<file path="src/rtl/grn_attractor_ctrl.sv">
// Floyd cycle-detection sequencer for one Boolean GRN run: measures transient
// length mu and attractor period lambda from a dual-copy node array.
module grn_attractor_ctrl #(
  parameter int NODES = 8,
  parameter int CNT_W = 16
) (
  input  logic             clk,
  input  logic             rst,
  input  logic             start,
  input  logic [NODES-1:0] init_vec,
  input  logic [CNT_W-1:0] max_steps,
  input  logic [NODES-1:0] s0_vec,
  input  logic [NODES-1:0] s1_vec,
  output logic             reset_nos,
  output logic [NODES-1:0] init_state,
  output logic             start_s0,
  output logic             start_s1,
  output logic             busy,
  output logic             done,
  output logic             timeout,
  output logic [CNT_W-1:0] mu,
  output logic [CNT_W-1:0] lambda,
  output logic [3:0]       dbg_state
);

  typedef enum logic [3:0] {
    S_IDLE, S_LOAD, S_MEET, S_LAM, S_RELOAD, S_AHEAD, S_MU_A, S_MU_B, S_DONE
  } state_t;

  state_t           state_q;
  logic [CNT_W-1:0] cnt_q, max_q, mu_q, lambda_q;
  logic [NODES-1:0] init_q;
  logic             busy_q, done_q, timeout_q;

  logic             eq, hit, lam_hit, over;
  logic [CNT_W:0]   cnt_inc;

  // Increment is one bit wider so the budget comparison never sees a wrap.
  assign cnt_inc = {1'b0, cnt_q} + {{CNT_W{1'b0}}, 1'b1};
  assign over    = cnt_inc > {1'b0, max_q};
  assign eq      = (s0_vec == s1_vec);
  assign hit     = eq && (cnt_q >= CNT_W'(2)) && !cnt_q[0];
  assign lam_hit = eq && (cnt_q != '0);

  assign reset_nos = (state_q == S_LOAD) || (state_q == S_RELOAD);
  assign start_s0  = ((state_q == S_MEET) && !hit) ||
                     ((state_q == S_MU_A) && !eq) ||
                     (state_q == S_MU_B);
  assign start_s1  = ((state_q == S_MEET) && !hit) ||
                     ((state_q == S_LAM) && !lam_hit) ||
                     (state_q == S_AHEAD) ||
                     ((state_q == S_MU_A) && !eq);

  assign init_state = init_q;
  assign busy       = busy_q;
  assign done       = done_q;
  assign timeout    = timeout_q;
  assign mu         = mu_q;
  assign lambda     = lambda_q;
  assign dbg_state  = state_q;

  always_ff @(posedge clk or negedge rst) begin
    if (!rst) begin
      state_q   <= S_IDLE;
      cnt_q     <= '0;
      max_q     <= '0;
      mu_q      <= '0;
      lambda_q  <= '0;
      init_q    <= '0;
      busy_q    <= 1'b0;
      done_q    <= 1'b0;
      timeout_q <= 1'b0;
    end else begin
      done_q <= 1'b0;
      case (state_q)
        S_IDLE: begin
          if (start) begin
            init_q    <= init_vec;
            max_q     <= max_steps;
            cnt_q     <= '0;
            mu_q      <= '0;
            lambda_q  <= '0;
            timeout_q <= 1'b0;
            busy_q    <= 1'b1;
            state_q   <= S_LOAD;
          end
        end
        S_LOAD: state_q <= S_MEET;
        S_MEET: begin
          if (hit) begin
            cnt_q   <= '0;
            state_q <= S_LAM;
          end else if (over) begin
            timeout_q <= 1'b1;
            mu_q      <= '0;
            lambda_q  <= '0;
            done_q    <= 1'b1;
            state_q   <= S_DONE;
          end else begin
            cnt_q <= cnt_inc[CNT_W-1:0];
          end
        end
        S_LAM: begin
          if (lam_hit) begin
            lambda_q <= cnt_q;
            state_q  <= S_RELOAD;
          end else if (over) begin
            timeout_q <= 1'b1;
            mu_q      <= '0;
            lambda_q  <= '0;
            done_q    <= 1'b1;
            state_q   <= S_DONE;
          end else begin
            cnt_q <= cnt_inc[CNT_W-1:0];
          end
        end
        S_RELOAD: begin
          cnt_q   <= '0;
          state_q <= S_AHEAD;
        end
        S_AHEAD: begin
          // Hare gets a lambda-step head start; last push leaves with cnt cleared.
          if (cnt_inc == {1'b0, lambda_q}) begin
            cnt_q   <= '0;
            state_q <= S_MU_A;
          end else begin
            cnt_q <= cnt_inc[CNT_W-1:0];
          end
        end
        S_MU_A: begin
          if (eq) begin
            mu_q    <= cnt_q;
            done_q  <= 1'b1;
            state_q <= S_DONE;
          end else begin
            state_q <= S_MU_B;
          end
        end
        S_MU_B: begin
          if (over) begin
            timeout_q <= 1'b1;
            mu_q      <= '0;
            lambda_q  <= '0;
            done_q    <= 1'b1;
            state_q   <= S_DONE;
          end else begin
            cnt_q   <= cnt_inc[CNT_W-1:0];
            state_q <= S_MU_A;
          end
        end
        S_DONE: begin
          busy_q  <= 1'b0;
          state_q <= S_IDLE;
        end
        default: state_q <= S_IDLE;
      endcase
    end
  end

endmodule

</file>
<file path="config.mk">
export PLATFORM = sky130hd
export DESIGN_NAME = grn_attractor_ctrl
export DESIGN_NICKNAME = d
export VERILOG_FILES = /design/src/rtl/grn_attractor_ctrl.sv
export SDC_FILE = /design/constraint.sdc
export NUM_CORES = 1
export LEC_CHECK = 0
export ABC_AREA = 0
export BUFFER_PORTS_ARGS = -buffer_cell sky130_fd_sc_hd__buf_2
export CAP_MARGIN = 20
export CORE_MARGIN = 5
export CORE_UTILIZATION = 40
export DETAILED_ROUTE_END_ITERATION = 10
export SYNTH_ARGS = -nofsm -noshare
export SYNTH_HDL_FRONTEND = slang
export SYNTH_SLANG_ARGS = --single-unit
</file>
<file path="constraint.sdc">
create_clock -name clk -period 5.3 [get_ports clk]
set_clock_uncertainty 0.15 [all_clocks]
set_input_delay 0.795 -clock clk [delete_from_list [all_inputs] [get_ports clk]]
set_output_delay 0.795 -clock clk [all_outputs]
set_load 0.01 [all_outputs]
</file>
Word level (Yosys, flattened, before mapping):

Index checks and enable logic that the tools add are counted.
Widths: inputs -> output; s select.

* order comparisons: 2
* reduce and logical (&&, ||, !) cells: 29
* $add $sub $neg: 1
* multiplexer cells: 35
* equal/unequal tests: 15

Operators by type and width (count)
* $mux 16: 12
* $pmux 16 s6: 1
* $pmux 16 s5: 1
* $pmux 16 s4: 1
* $pmux 4 s8: 1
* $mux 4: 7
* $add 16x1->17 const B: 1
* $eq 17x16->1: 1
* $gt 17x16->1: 1
* $eq 4x3->1 const B: 4
* $ge 16x2->1 const B: 1
* $reduce_bool 16->1: 1
* $mux 1: 9
* $eq 4x2->1 const B: 2
* $eq 8x8->1: 1
* $ne 2x2->1 const B: 4
* $pmux 1 s4: 2
* $logic_and 1x1->1: 6
* $logic_or 1x1->1: 6
* $reduce_and 2->1: 3
* $reduce_and 3->1: 2
* $reduce_bool 6->1: 1
* $reduce_and 5->1: 1
* $reduce_bool 5->1: 1
* 9 further kinds: 12

* input bits: 43
* word-level logic and storage cells: 91
* flip-flop bits (word level): 79

Depth between registers and ports, before layout:

* depth after elaboration: 8
* depth in mapped cells: 15
* mapped depth without buffers: 14

Worst setup path after synthesis:

No wires, ideal clock.

* kind: reg2reg
* start point: reg cnt_q[1]
* end point: reg mu_q[15], in the netlist mu[15]
* cell stages (with the launch flop): 16
* library setup time: 0.121 ns
* slack: 1.585 ns
* arrival time: 3.444 ns
* required time: 5.029 ns
* path through: dfrtp_1 clkbuf_1 nand4_1 nor4_1 nand3_1 xnor2_1 ha_1 nand3_1 o211ai_1 a31oi_1 o31ai_1 a21oi_2 a211o_1 a311o_1 buf_6 a22o_1

* cells in the longest elaborated chain, start to end: 5
* elaborated cells on any way between the ends: 14
* classes of those cells: add/sub (1); order compare (2); eq/ne (2); mux (4); reduce/logical (5)

RTL lines
* start, declared: line 31 `logic [CNT_W-1:0] cnt_q, max_q, mu_q, lambda_q;`
* start signal, assigned: line 100 `cnt_q <= cnt_inc[CNT_W-1:0];`
* start signal, assigned: line 114 `cnt_q <= cnt_inc[CNT_W-1:0];`
* start signal, assigned: line 127 `cnt_q <= cnt_inc[CNT_W-1:0];`
* $add 16x1->17 or $ge 16x2->1 (tied branches): line 39, 42
* $gt 17x16->1 or $logic_and 1x1->1 (tied branches): line 40, 42
* $mux 16 or $logic_and 1x1->1 (tied branches)
* $mux 16 (tied with other cells)
* $pmux 16 s5 or $reduce_and 5->1 (tied branches)
* end signal, assigned: line 132 `mu_q <= cnt_q;`
* end, declared: line 31

Parallel ways exist; a longest one is shown, timed or not. The select of a mux whose other input is x is not followed.
A chain may end at the register's enable or synchronous reset.

Worst setup path after layout:

* start point: reg cnt_q[0]
* end point: reg lambda_q[6], in the netlist lambda[6]

* cells in the longest elaborated chain, start to end: 5
* elaborated cells on any way between the ends: 14
* classes of those cells: add/sub (1); order compare (2); eq/ne (1); mux (4); reduce/logical (6)

RTL lines
* $add 16x1->17 or $ge 16x2->1 (tied branches): line 39, 42
* $gt 17x16->1 or $logic_and 1x1->1 (tied branches): line 40, 42
* $mux 16 or $logic_and 1x1->1 (tied branches)
* $mux 16 (tied with other cells): line 104 `if (lam_hit) begin`
* $pmux 16 s4 or $reduce_and 3->1 (tied branches)
* end signal, assigned: line 105 `lambda_q <= cnt_q;`
* end, declared: line 31

Parallel ways exist; a longest one is shown, timed or not. The select of a mux whose other input is x is not followed.

==> summary.txt <==
GRT overflow: 0
final count of hold timing violations: 0
Post-synth EDFFs: 0
cts hold-fix bufs: 0
drt pass-1 iters: 5
reg2reg start: cnt_q[0]
Pwr Density: 544 nW/um^2
synthesized cell area: 4770 sq um
ys flop type: dfrtp_1
setup slack, reg-to-reg: 0.58 ns
Slew HR: 39.9%
crit-path max FO: 16
Die W: 119 microns
Synth async-reset ratio: 100%
CP required: 5.43 ns
CTS tree: built
H-tree levels: 3
vias: 3,975
FP Rows: 39
post-route setup slack: 0.576 ns
Hold/Removal Path Class: in2async
top post-synthesis cells by area: dfrtp_1 41%, a22o_1 6.1%, ha_1 5.0%
Routed wire per std cell: 17.8 microns
status: completed
area grow syn2layout: 18.9%
most common cell in the netlist: dfrtp_1
Initial Utilization: 41.3%
Max-Cap Viols: 0
clk slew on worst S/H paths: 0.06 ns
f_max: 212 MHz
CTS Sinks: 79
drt via density: 5.64
CORE AREA: 11,600 sq um
syn nets: 543
flops & latches, synth: 79
r2r endpoint: lambda[6]
largest net degree at the start of global routing: 80
Synth Instances: 481
post-synth top area cell: dfrtp_1
startpoint types: flip-flop
drt drc: 0
n_diodes: 0
share of layout cells above drive strength 1: 26.7%
number of port buffers: 92
DRT iter0 DRCs: 217
net total in the final layout: 619
initial antenna violation count: 0
commonest cells in the synthesized netlist: 79 x dfrtp_1, 50 x nand2_1, 33 x a22o_1
Die Ht: 119 microns
Slew Viols, Final: 0
Least-Margin Pin Slew: 0.900 ns
die footprint: 14,200 sq um
dpl ws: 0.685 ns
# setup viols final: 0
CP endpoint kind: flip-flop
highest ir drop seen on vdd: 0.232 mV
first-pass GRT wire length: 20,900 microns
unique cell type count in the Yosys netlist: 66
Fin Setup TNS: 0 ns
CP arrival: 4.86 ns
clock tree buffer depth: 2
clock buffer count from CTS: 9
HPWL after DPL: 9020 microns
vias in the first global route: 3,959
total track usage: 18.5%
Final Cycle Share: 89.1%
synth warn: 0
cell depth of the worst flop-to-flop path: 13
syn avg cell area: 9.92 sq um
routability congestion estimate from global placement: 0.881
Synth top area share: 41.4%
CP Class: reg2reg
Clock Tree Root: clkbuf_16
fin crit period: 4.72 ns
post-CTS sizing: 0
RSZ-0062 raised after global routing: no
I/O pins: 93
Seq/Total Area, Yosys: 41.4%
Post-CTS Setup Inserts: 0
remaining antenna violation count: 0
insertion delay to the later sink of the worst-skew pair: 0.35 ns
Pleak: 2.68 nW
Detailed Route WL: 12,600 microns
-- cell families (layout without fill, tap and decap cells) --
kind of cell    after synthesis  count (layout)  share of synthesized area (%)
simple gates                146             146                           16.1
buf+inv                      61             142                           5.90
fa+ha+maj                    19              19                           4.98
xor+xnor                     37              37                           7.97
flops                        79              79                           41.4
mux                          11              11                           2.60
compound gates              128             128                           21.0
-- area by class of cell --
type / instances / area (sq um)
timing repair buffer: 98 / 532
clock buffer: 10 / 229
tap: 143 / 179
fill: 1114 / 5890
clock inverter: 6 / 133
inverter: 28 / 105
multi-input combinational: 341 / 2520
sequential: 79 / 1980
-- per-layer routing --
metal	wire, microns	vias to the layer above	part of all wire, %	global-route usage [%]
met2	5870	114	47	29.1
met5	0	-	0	0
met3	646	20	5.1	3.36
met1	5790	1925	46	25.3
met4	268	0	2.1	7.39
li1	-	1916	-	-
-- critical path, stage by stage (launching register included) --
cell and delay, ns:
dfrtp_1 0.63, ha_1 0.39, nand2_1 0.13, or2_2 0.35, xnor2_1 0.30, ha_1 0.32, nand4_1 0.15, nor3_1 0.07
a2111oi_0 0.41, o31ai_1 0.17, a21oi_2 0.41, and3_1 0.26, a221o_1 0.67, a22o_1 0.23
-- flip-flops by register name, indices dropped and copies added, names as in the netlist --
register,cells
cnt_q,16
lambda,16
max_q,16
mu,16
init_state,8
dbg_state,4
busy,1
done,1
timeout,1
-- worst max-delay path by stage --
stage	startpoint	endpoint	slack, ns
6_report	cnt_q[0]	lambda[6]	0.58
5_1_grt	cnt_q[0]	lambda[6]	0.29
4_1_cts	cnt_q[0]	lambda[6]	0.65
3_5_place_dp	cnt_q[0]	lambda[6]	0.69
3_3_place_gp	cnt_q[0]	mu[5]	0.76
2_1_floorplan	cnt_q[1]	mu[15]	1.59
-- power by group --
part / switching, W / internal, W
clock: 0.000248 / 0.000507
combinational: 0.000820 / 0.000534
sequential: 0.000224 / 0.000756
total: 0.00129 / 0.00180
-- placed cells by master (no fill, tap or decap), drive strengths merged, types with 5 or more instances in the layout --
cell type | synthesis | routed
nor4 | 6 | 6
ha | 19 | 19
nor3 | 7 | 7
o211ai | 8 | 8
a22o | 33 | 33
or4 | 5 | 5
a21oi | 19 | 19
mux2 | 11 | 11
dfrtp | 79 | 79
nand4 | 12 | 12
nand3 | 15 | 15
inv | 28 | 28
buf | 21 | 98
nor2 | 25 | 25
o21ai | 26 | 26
clkbuf | 12 | 10
xor2 | 12 | 12
nor2b | 5 | 5
a221o | 7 | 7
xnor2 | 21 | 21
nand2 | 52 | 52
or3 | 6 | 6
-- stage by stage --
stage               total power, W  utilization (%)  cell area (sq um)  hold slack [ns]  cells
global route               0.00331             49.1               5670            0.257    705
global placement           0.00231             45.6               5270            0.334    687
CTS                        0.00311             48.7               5640            0.354    703
floorplan                  0.00194                -               4770            0.335    481
finish                     0.00309             49.1               5670            0.226    705
detailed placement         0.00234             45.6               5270            0.340    687
Note: power is estimated with default switching activity, not from simulation.
